File: config.mk
export PLATFORM = sky130hd
export DESIGN_NAME = buffer_memory_commit
export DESIGN_NICKNAME = d
export VERILOG_FILES = /design/src/rtl/buffer_memory_commit.sv
export SDC_FILE = /design/constraint.sdc
export NUM_CORES = 1
export LEC_CHECK = 0
export ABC_AREA = 0
export ABC_CLOCK_PERIOD_IN_PS = 9190
export CORE_MARGIN = 2
export CORE_UTILIZATION = 31
export CTS_CLUSTER_DIAMETER = 150
export DETAILED_ROUTE_END_ITERATION = 10
export MAX_ROUTING_LAYER = met4
export SETUP_SLACK_MARGIN = 0.02
export SLEW_MARGIN = 0
export SYNTH_ARGS = -nofsm -noshare
export SYNTH_HDL_FRONTEND = slang
export SYNTH_SLANG_ARGS = --single-unit
File: constraint.sdc
create_clock -name clk -period 9.19 [get_ports clk]
set_input_delay 1.838 -clock clk [delete_from_list [all_inputs] [get_ports clk]]
set_output_delay 1.838 -clock clk [all_outputs]
set_load 0.005 [all_outputs]
File: src/rtl/buffer_memory_commit.sv
// buffer_memory_commit
//   FIFO-style buffer with a speculative write side. Words are written
//   speculatively and become readable only after a commit. A discard throws
//   away every word written since the last commit.
//
// Ports
//   clk        single clock, all state updates on the rising edge
//   reset      synchronous, active-high; overrides every other input
//   data_in    write word
//   wr_en      speculative write request
//   commit     publish all speculative words (includes a same-cycle write)
//   discard    drop all uncommitted words (wins over commit)
//   rd_en      read request
//   data_out   registered read word, held when no read is accepted
//   out_valid  data_out holds the word from the previous cycle's accepted read
//   data_av    at least one committed, unread word
//   full       committed + uncommitted words == DEPTH
//   empty      no stored words at all
//   level      committed unread word count
//   overflow   one-cycle pulse: write refused because the buffer was full
//   underflow  one-cycle pulse: read refused because nothing was committed
//
// Handshake semantics: a write is taken on a rising edge when wr_en=1,
// full=0 and discard=0 (full is the pre-edge value). A read is taken on a
// rising edge when rd_en=1 and data_av=1; its word appears on data_out with
// out_valid=1 during the following cycle. A refused request is not retried by
// the block; it only raises overflow/underflow for one cycle.

module buffer_memory_commit #(
  parameter int DATA_WIDTH = 32,
  parameter int ADDR_WIDTH = 4
) (
  input  logic                  clk,
  input  logic                  reset,
  input  logic [DATA_WIDTH-1:0] data_in,
  input  logic                  wr_en,
  input  logic                  commit,
  input  logic                  discard,
  input  logic                  rd_en,
  output logic [DATA_WIDTH-1:0] data_out,
  output logic                  out_valid,
  output logic                  data_av,
  output logic                  full,
  output logic                  empty,
  output logic [ADDR_WIDTH:0]   level,
  output logic                  overflow,
  output logic                  underflow
);

  localparam int DEPTH = 1 << ADDR_WIDTH;
  localparam int PTR_W = ADDR_WIDTH + 1;

  // Pointers carry one extra wrap bit so that full and empty are
  // distinguishable; they wrap naturally modulo 2*DEPTH.
  logic [PTR_W-1:0] wr_ptr;
  logic [PTR_W-1:0] cm_ptr;
  logic [PTR_W-1:0] rd_ptr;

  logic [DATA_WIDTH-1:0] mem [DEPTH];

  logic [PTR_W-1:0] used;
  logic             wr_fire;
  logic             rd_fire;
  logic [PTR_W-1:0] wr_ptr_next;

  assign used    = wr_ptr - rd_ptr;
  assign level   = cm_ptr - rd_ptr;
  assign full    = (used == PTR_W'(DEPTH));
  assign empty   = (used == '0);
  assign data_av = (level != '0);

  // A discard in the same cycle drops the write outright, so it neither
  // stores nor counts as an overflow.
  assign wr_fire = wr_en && !full && !discard;
  assign rd_fire = rd_en && data_av;

  always_comb begin
    wr_ptr_next = wr_ptr;
    if (discard) begin
      wr_ptr_next = cm_ptr;
    end else if (wr_fire) begin
      wr_ptr_next = wr_ptr + PTR_W'(1);
    end
  end

  always_ff @(posedge clk) begin
    if (reset) begin
      wr_ptr    <= '0;
      cm_ptr    <= '0;
      rd_ptr    <= '0;
      data_out  <= '0;
      out_valid <= 1'b0;
      overflow  <= 1'b0;
      underflow <= 1'b0;
    end else begin
      wr_ptr <= wr_ptr_next;
      // Commit captures the post-edge write pointer, so a same-cycle write
      // is published too. Discard wins and leaves cm_ptr alone.
      if (commit && !discard) begin
        cm_ptr <= wr_ptr_next;
      end
      if (rd_fire) begin
        data_out <= mem[rd_ptr[ADDR_WIDTH-1:0]];
        rd_ptr   <= rd_ptr + PTR_W'(1);
      end
      out_valid <= rd_fire;
      overflow  <= wr_en && full && !discard;
      underflow <= rd_en && !data_av;
    end
  end

  // Storage array: no reset, one write port and one read port. The read
  // slot is always committed and the write slot never is, so the two ports
  // never touch the same word in one cycle.
  always_ff @(posedge clk) begin
    if (wr_fire && !reset) begin
      mem[wr_ptr[ADDR_WIDTH-1:0]] <= data_in;
    end
  end

endmodule

# Word-level counts from Yosys, hierarchy flattened
# Memories as Yosys holds them, arrays and structs flattened. A register that Yosys moved wholly into a read port is not among the register bits.
# Cells that the tools add are included.
# word_totals
register_bits	18
ramBits	512
in_bits	38
out_inout_bits	43
word_cells	30
memories	1
# classes
n_addsub	4
eq_ne	1
muxes	4
reduce_logical	14
# memory_table
name	depth	word_bits	read_ports	rd_ports_with_merged_regs	write_ports	line	rtl
mem	16	32	1	1	1	59	logic [DATA_WIDTH-1:0] mem [DEPTH];
# op_table
cell	count
5-bit by 1-bit adder with 5-bit output (second input constant)	2
5-bit two-way mux	2
5-bit subtractor	2
1-bit logical AND	8
5-bit equality test (second input constant)	1
5-bit logical NOT	1
5-bit nonzero test	1
1-bit logical NOT	4
1-bit two-way mux	2

# Logic depth before layout (Yosys ltp)
# Gate-level depths: netlist of the first run.
# logic_depth
ltp_word	8
ltp_mapped	12
ltp_nobuf	9

# Worst setup path after synthesis of the first run
# No wires, ideal clock.
# synth_path
path_kind	input port to flip-flop
from	input port discard
to	memory mem[1][0] (enable)
setup_ns	0.502
arrival_ns	5.463
setup_slack_ns	3.225
stages	4
n_path_buf	0
cell_sequence	nor2_1 > nand2_1 > a31oi_2 > nor4bb_1
# synth_via
elab_chain_len	5
# synth_rtl
item	line	rtl
from (decl)	38	input logic discard,
1-bit logical NOT	74	assign wr_fire = wr_en && !full && !discard;
1-bit logical AND	74	
1-bit logical AND	116	if (wr_fire && !reset) begin
1-bit two-way mux	116	
1-bit two-way mux (not written as such)	117	mem[wr_ptr[ADDR_WIDTH-1:0]] <= data_in;
to (decl)	59	
# Every way passes these cells.

# Worst setup path after layout of the first run
# layout_path
from	register rd_ptr[2]
to	output port empty
# layout_via
elab_chain_len	2
# layout_rtl
item	line	rtl
from (decl)	57	logic [PTR_W-1:0] rd_ptr;
from (signal assigned)	104	rd_ptr <= rd_ptr + PTR_W'(1);
5-bit subtractor	66	assign used = wr_ptr - rd_ptr;
5-bit logical NOT	69	assign empty = (used == '0);
to (decl)	44	output logic empty,
# Every way passes these cells.

==> summary.md, run 1 <==
Wires add up to 45.3 mm. Summed over all cells, the static leakage comes to 0.00762 uW. Setup repair after global routing left no endpoint under its margin. The critical path contains buffers and inverters numbering 2 combined.

The placeable core region was 68,600 um2; the share of total power in combinational logic was 0.133. The maximum fanout encountered on the critical timing path was 70. For the worst-skew pair, the clock arrives at the later sink with an insertion delay of 0.61 ns.

The clock transition at the registers of the reported paths is 0.06 ns, and the overall fraction of global-route tracks in use is 0.133. Number of nets in the final layout: 1,196. By area the synthesized netlist is led by sky130_fd_sc_hd__edfxtp_1 (72%), sky130_fd_sc_hd__mux4_2 (13%), sky130_fd_sc_hd__dfxtp_1 (4.7%).

The class of the most critical hold timing path is reg -> reg. In this run the remaining antenna-violating nets after routing total 0. TritonCTS built the clock tree. The fraction of the mapped netlist area in simple logic gates was 0.0334; the average cell area after synthesis was 20.5 um2. The post-route cell area is 25,100 um2.

The number of filler cells placed in the layout was 6,247. The worst path setup slack after routing was 3.61 ns; the signed area change from the synthesized netlist to the final layout was 17.2%. The synthesized design contains 562 register bits.

In the final routed layout, each cell accounts on average for 21.3 um. The net switching power is 1370 uW, and the overall power of the completed layout is 5910 uW. Final-report hold violation count: 0. The compound-gate portion of the synthesized area is 0.0392. The actual slew at the worst max-slew pin came out at 1.18 ns. Cell area after placement: 23,300 um2.

By area, the combinational part of the netlist is dominated by multiplexers. The share of flip-flops with an asynchronous set or reset is 0. Counting along the longest clock path gives a buffer depth of 3.

The number of instances in the placed design is 2,015. The die is 267 um wide. Minimum clock period: 5.58 ns. The nature of the critical path startpoint was a flip-flop. The arrival time at the worst endpoint is 3.74 ns, and the net switching share of the total power is 0.232. The initial antenna violation count was 0. Counting instances in the post-synthesis netlist gives the leading cell types as sky130_fd_sc_hd__edfxtp_1 (512), sky130_fd_sc_hd__mux4_2 (128), sky130_fd_sc_hd__o22ai_1 (64). The run gives 889 as the number of DRC markers in iteration 0. Counting every net in the synthesized netlist gives 1,100. The xor/xnor cell area share of the yosys netlist was 0.00368; the share of the clock period used by the worst path was 0.607. In the synthesized netlist the dominant register cell turns out to be sky130_fd_sc_hd__edfxtp_1. The multi-input gate area in the final layout is 4810 um2, and the number of sinks handled by clock tree synthesis is 562.

Clock skew on the completed layout was measured at 0.0126 ns. Counting every instance in the synthesized netlist gives 1,048. The critical path is of the reg -> out type. The total die area is 71,300 um2, and the number of hold-repair buffers added at the cts stage is 0. Among all stages on the critical path, the largest delay is contributed by sky130_fd_sc_hd__dfxtp_4. Global routing finished with a remaining overflow of 0. Across the run, the number of max-cap violations was 0. The netlist uses 47 different library cells. Setup violations remaining at the end of the flow were counted as 0.

The sequential share of the synthesized area was 0.764; the count of input and output buffers was 80. Power spread over the standard cell area amounts to 235 nW/um2. The repair_antennas step left the layout with diodes totalling 0. The post-synthesis share of cell area spent on full adders, half adders and majority gates is 0.00852.

The synthesized design contains 512 enable-type register cells. Clock tree synthesis inserted a total of 58 buffers. For this run, the number of Yosys warnings is 0. The total setup buffers inserted after CTS is 0, and the detailed-placement wirelength estimate is 24.7 mm. In this design, the stage delay of the slowest critical-path cell is 0.98 ns.

In this run the core area contains 96 standard-cell rows. The first global-routing pass estimated 68.6 mm of wire. The final total negative setup slack came out at 0 ns.

The final weighted congestion in routability-driven placement was 0.742. The proportion of synthesized area in mux cells works out to 0.136. For the deepest level of the CTS H-tree, the log shows 2. The run finished with clean final reports. The synthesized cell area came out at 21,400 um2.

In this design, the largest share of critical-path delay is due to flip-flops. The share of Yosys cell area claimed by the top area cell type is 0.717, and the share of layout cells above drive strength 1 is 0.207. Entering global routing, the biggest net connects 102 pins. After detailed routing, the number of remaining DRC violations is 0. The number of pins with negative max-slew slack in the final report was 0. The number of vias per cell after detailed routing works out to 4.85.

The tree is rooted in a sky130_fd_sc_hd__clkbuf_16. The logs give 7 for the first-pass iteration count of the detailed router and 179 MHz for the upper clock frequency limit. The required time at the worst-slack endpoint was 7.35 ns. The number of global-route vias before repair was 10,791. The signal on the critical path passes through inv_1 -> ha_1 -> xnor2_1 -> nand3_1 -> a21oi_1 -> a21boi_0 -> clkdlybuf4s50_1. The tools report the initial cell density of the core as 0.313. The tools report the flip-flop and latch area as 16,400 um2.

The clock network fraction of design power was 0.378. Once the clock tree was built, the resizer swapped 0 gates to a different size. Cell internal power was estimated by the tool at 4540 uW.

81 I/O pins were placed. The worst-case vdd ir drop is 0.146 mV. The most common cell in the synthesized netlist is sky130_fd_sc_hd__edfxtp_1.

Of all cell types, the one taking the most synthesized area is sky130_fd_sc_hd__edfxtp_1. The final non-filler cell total came out at 2,124. The sort of element at the end of the critical path was a primary output.

The tools report the relative contribution of sequential cells to total power as 0.489. The die height came out at 267 um. The max-slew headroom at the worst pin is 0.211, and the worst setup slack after placement is 4.16 ns. For this block, the via count after detailed routing is 10,303.
metal layers:
| layer | part of all wire | wire [um] | track usage |
|---|---|---|---|
| met2 | 0.49 | 22300 | 0.213 |
| met5 | 0 | 0 | - |
| met3 | 0.050 | 2270 | 0.0267 |
| met4 | 0.021 | 966 | 0.0401 |
| met1 | 0.44 | 19800 | 0.172 |
stage by stage:
| stage | utilization | hold slack (ns) |
|---|---|---|
| floorplan | - | 0.453 |
| global route | 0.366 | 0.476 |
| global placement | 0.340 | 0.446 |
| detailed placement | 0.340 | 0.448 |
| finish | 0.366 | 0.453 |
| CTS | 0.366 | 0.457 |
cells in the final DEF, fill, tap and decap left out, drive strengths merged, types with 5 or more instances in the layout:
cell type and count:
a211oi 8, clkinv 25, xnor2 6, inv 12
o21ai 6, clkdlybuf4s50 79, dfxtp 50, ha 13
edfxtp 512, nand2 41, nor2 17, and3 5
clkbuf 78, o22ai 64, and2 11, or3 36
a21oi 38, mux4 128, buf 15
state kept, by name, summed over array words and instances (netlist names):
register and flops:
cm_ptr 5, data_out 32, mem 512, out_valid 1
overflow 1, rd_ptr 5, underflow 1, wr_ptr 5
final cells by class:
type,instances,share of cell area
well taps,931,0.0464
clock inverters,31,0.00991
multi-input cells,416,0.191
clock buffers,78,0.0620
flip-flops and latches,562,0.652
repair buffers,94,0.0363
inverters,12,0.00179
power groups by stage:
stage / sequential (uW) / combinational (uW) / clock (uW)
floorplan: 2910 / 557 / 0
global placement: 2950 / 794 / 0
detailed placement: 2950 / 802 / 0
CTS: 2900 / 805 / 2290
global route: 2900 / 854 / 2390
finish: 2890 / 786 / 2230
cells by family (layout without fill, tap and decap cells):
logic type | count (synthesis) | in the layout
fa+ha+maj | 14 | 14
mux | 131 | 131
flops | 562 | 562
compound gates | 131 | 131
simple gates | 131 | 131
xor+xnor | 9 | 9
buf+inv | 70 | 215
worst paths after layout:
kind                       startpoint  cells past startpoint                  endpoint  slack [ns]
max            rd_ptr[2]$_SDFFE_PP0P_                      7                     empty        3.61
min          data_out[7]$_SDFFE_PP0P_                      2  data_out[7]$_SDFFE_PP0P_        0.45
max reg2reg    rd_ptr[2]$_SDFFE_PP0P_                      8      mem[4][20]$_DFFE_PP_        4.94
min reg2reg  data_out[7]$_SDFFE_PP0P_                      2  data_out[7]$_SDFFE_PP0P_        0.45
worst reg2reg max path, cell delays in order (launching register included):
cell	delay, ns
sky130_fd_sc_hd__dfxtp_4	0.98
sky130_fd_sc_hd__inv_1	0.22
sky130_fd_sc_hd__ha_1	0.38
sky130_fd_sc_hd__o21a_1	0.18
sky130_fd_sc_hd__o31a_1	0.12
sky130_fd_sc_hd__or3_4	0.38
sky130_fd_sc_hd__a31oi_2	0.39
sky130_fd_sc_hd__and3b_1	0.28
sky130_fd_sc_hd__and2_2	0.90
No activity file was read; power rests on OpenSTA's default activity.
==> inputs of run 2 (changes only) <==
ABC_CLOCK_PERIOD_IN_PS = 4600   (was 9190)
clock period = 4.6 ns   (was 9.19 ns; I/O delays follow)
==> run 2 against run 1 <==
Net effect:
- core utilization is 0.086 points higher
- critical endpoint unchanged
- combinational power increased by 110%
- via count rose by 0.75%
- sequential power up 98%
- clock-buffer cell count fell by 7
- clock power is 95% higher
- register-to-register slack worse by 4.0 ns
- routed wire length increased by 6.6%
==> summary.md, run 2 (same netlist as run 1, synthesis figures left out) <==
The number of nets in the final layout is 1,206 (+0.84%). Leaving out fill and tap cells, the most frequent cells in the layout are sky130_fd_sc_hd__edfxtp_1 (512), sky130_fd_sc_hd__mux4_2 (128), sky130_fd_sc_hd__clkdlybuf4s50_1 (79). The detailed-route via count is 10,380 (+0.75%), and the clock transition at the registers of the reported paths is 0.06 ns (about the same). Number of hold-repair buffers added at the cts stage: 0 (unchanged).

Clock network fraction of design power: 0.370 (-0.008). The logs give 0.277 mV (+90%) for the worst-case vdd ir drop and 0.141 (+0.00776) for the overall fraction of global-route tracks in use. The logs give 562 (unchanged) for the number of sinks handled by clock tree synthesis and 48.4 mm (+6.6%) for the final wirelength. The final routed DRC violation total was 0 (unchanged); the initial antenna violation count was 0 (unchanged).

First-pass iteration count of the detailed router: 5 (-2). The library cell used most frequently in the layout, excluding fill and tap cells, is sky130_fd_sc_hd__edfxtp_1. The flip-flop count of the largest register after layout works out to 512 (unchanged).

Derived from the worst setup path, the maximum achievable clock frequency is 236 MHz. The run gives 0.313 (unchanged) as the initial cell density of the core. The number of pins with negative max-slew slack in the final report is 0 (unchanged), and the maximum fanout encountered on the critical timing path is 16 (-77%).

The highest metal layer with signal wires was met4. The actual slew at the worst max-slew pin came out at 1.10 ns (-0.0790 ns). Count of input and output buffers: 80 (unchanged). The share of layout cells above drive strength 1 is 0.220 (+0.0125). TritonCTS built the clock tree. The signal on the critical path passes through ha_1 -> xnor2_1 -> nand3_1 -> a21oi_1 -> a21boi_0 -> clkdlybuf4s50_1. The share of the clock period used by the worst path works out to 0.923. The flow ran to the end, and the final reports show no timing, DRC or antenna violations. The flip-flop and latch area is 16,400 um2 (unchanged). The min-delay analysis places its worst path in the category reg -> reg. The required time at the worst-slack endpoint was 3.68 ns (-3.67 ns); the routed length on met3 was 2.01 mm (-11%). The global route total overflow came out at 0 (unchanged). The detailed-placement wirelength estimate was 28.4 mm (+15%); the number of diodes was 0 (unchanged). The number of nets with antenna violations after detailed routing was 0 (unchanged); the power per cell area was 466 nW/um2 (+98%). The tools report the number of buffers created by CTS as 54 (-6.9%). The clock latency on the worst-skew pair is 0.61 ns (about the same), and the minimum clock period is 4.25 ns.

The total setup buffers inserted after CTS is 0 (unchanged). The logs give 2790 uW (+100%) for the net switching power and 6,212 (-0.56%) for the number of filler cells placed in the layout. Final-report hold violation count: 0 (unchanged).

Setup repair after global routing left no endpoint under its margin. Multi-input gate area in the final layout: 4810 um2 (unchanged). Number of DRC markers in iteration 0: 890 (+0.11%). The logs give 0.264 (+0.0527) for the max-slew headroom at the worst pin and 0.0202 ns (+0.00762 ns) for the clock tree skew after final layout.

The tools report the maximum clock path buffer count as 3 (unchanged). The width of the chip came out at 267 um (unchanged). The relative contribution of sequential cells to total power came out at 0.488 (about the same). The die height works out to 267 um (unchanged).

The global-route wire length before repair is 71.5 mm (+4.1%), and the I/O pin count is 81 (unchanged). The worst setup path is captured at a primary output. The maximum cell stage delay along the critical path was 0.79 ns (-0.19 ns). The placeable core region came out at 68,600 um2 (unchanged).

The total die area is 71,300 um2 (unchanged), and the deepest level of the CTS H-tree is 2 (unchanged). The run gives 3.33 ns (-0.41 ns) as the arrival time at the worst endpoint. For the quantity of gates resized following cts, the log shows 0 (unchanged). The type of the worst setup path was reg -> out. The design internal power is 8950 uW (+97%). The routed length on met1 was 20.6 mm (+4.2%); the signed area change from the synthesized netlist to the final layout was 17.5%. The max capacitance violation total came out at 0 (unchanged). The logs give 11,700 uW (+99%) for the overall power of the completed layout and 92 (-9.8%) for the maximum number of pins on one net before global-route repair. Slowest cell on the critical path: sky130_fd_sc_hd__dfxtp_1. The share of total power in combinational logic was 0.142 (+0.009).

Number of instances in the placed design: 2,029 (+0.69%). The number of global-route vias before repair was 10,790 (-0.0093%). Leakage power: 0.00767 uW (+0.59%). The tools report the count of standard-cell rows as 96 (unchanged). Net switching share of the total power: 0.238 (+0.00591).

Nature of the critical path startpoint: a flip-flop. The number of setup violations in the final report was 0 (unchanged); the number of vias per cell after detailed routing was 4.88 (+0.51%). The run gives 24.7 mm (+11%) as the total met2 wirelength after detailed routing. The tools report the library cell used as clock root buffer as sky130_fd_sc_hd__clkbuf_16. The run gives 0.790 (+6.4%) as the final weighted congestion in routability-driven placement. The final non-filler cell total was 2,129 (+0.24%); the routed wire length per instance was 22.7 um (+6.4%).
-- run 2: metrics by stage --
stage           util  worst slack [ns]  cell area [um2]  hold WS, ns  TNS [ns]
2_1_floorplan      -             -1.07            21500        0.453    -68.30
3_3_place_gp   0.342             0.981            23400        0.448         0
3_5_place_dp   0.342             0.918            23400        0.446         0
4_1_cts        0.367             0.319            25200        0.454         0
5_1_grt        0.367             0.221            25200        0.476         0
6_report       0.367             0.354            25200        0.452         0
-- run 2: final cells by class --
type	instances	share of cell area
Clock buffer	71	0.0578
Timing Repair Buffer	108	0.0409
Clock inverter	29	0.0116
Inverter	12	0.00179
Multi-Input combinational cell	416	0.191
Sequential cell	562	0.651
Tap cell	931	0.0462
-- run 2: routing by layer --
| layer | up-vias | global-route usage |
|---|---|---|
| li1 | 4558 | - |
| met1 | 5493 | 0.176 |
| met2 | 262 | 0.237 |
| met3 | 67 | 0.0223 |
| met4 | 0 | 0.0407 |
| met5 | - | - |
-- run 2: worst max-delay path, delay by kind of cell (launching register included) --
family	cells	cell delay, ns
AO/OA/AOI/OAI	2	0.70
XOR/XNOR	1	0.16
adder cells (fa/ha/maj)	1	0.39
buffers and inverters	1	0.58
flip-flops	1	0.79
AND/OR/NAND/NOR	1	0.10
-- run 2: power groups by stage --
stage	Sequential (uW)	Clock (uW)	Combinational [uW]
after floorplan	5820	0	1110
after global placement	5840	0	1700
after detailed placement	5840	0	1710
after CTS	5740	4450	1720
after global routing	5740	4640	1810
final	5730	4350	1670
-- run 2: worst paths after layout --
kind	start	end	slack, ns	cells past startpoint
setup / recovery	wr_ptr[3]$_SDFF_PP0_	empty	0.35	6
hold / removal	data_out[5]$_SDFFE_PP0P_	data_out[5]$_SDFFE_PP0P_	0.45	2
setup reg to reg	wr_ptr[3]$_SDFF_PP0_	mem[13][24]$_DFFE_PP_	0.94	8
hold reg to reg	data_out[5]$_SDFFE_PP0P_	data_out[5]$_SDFFE_PP0P_	0.45	2
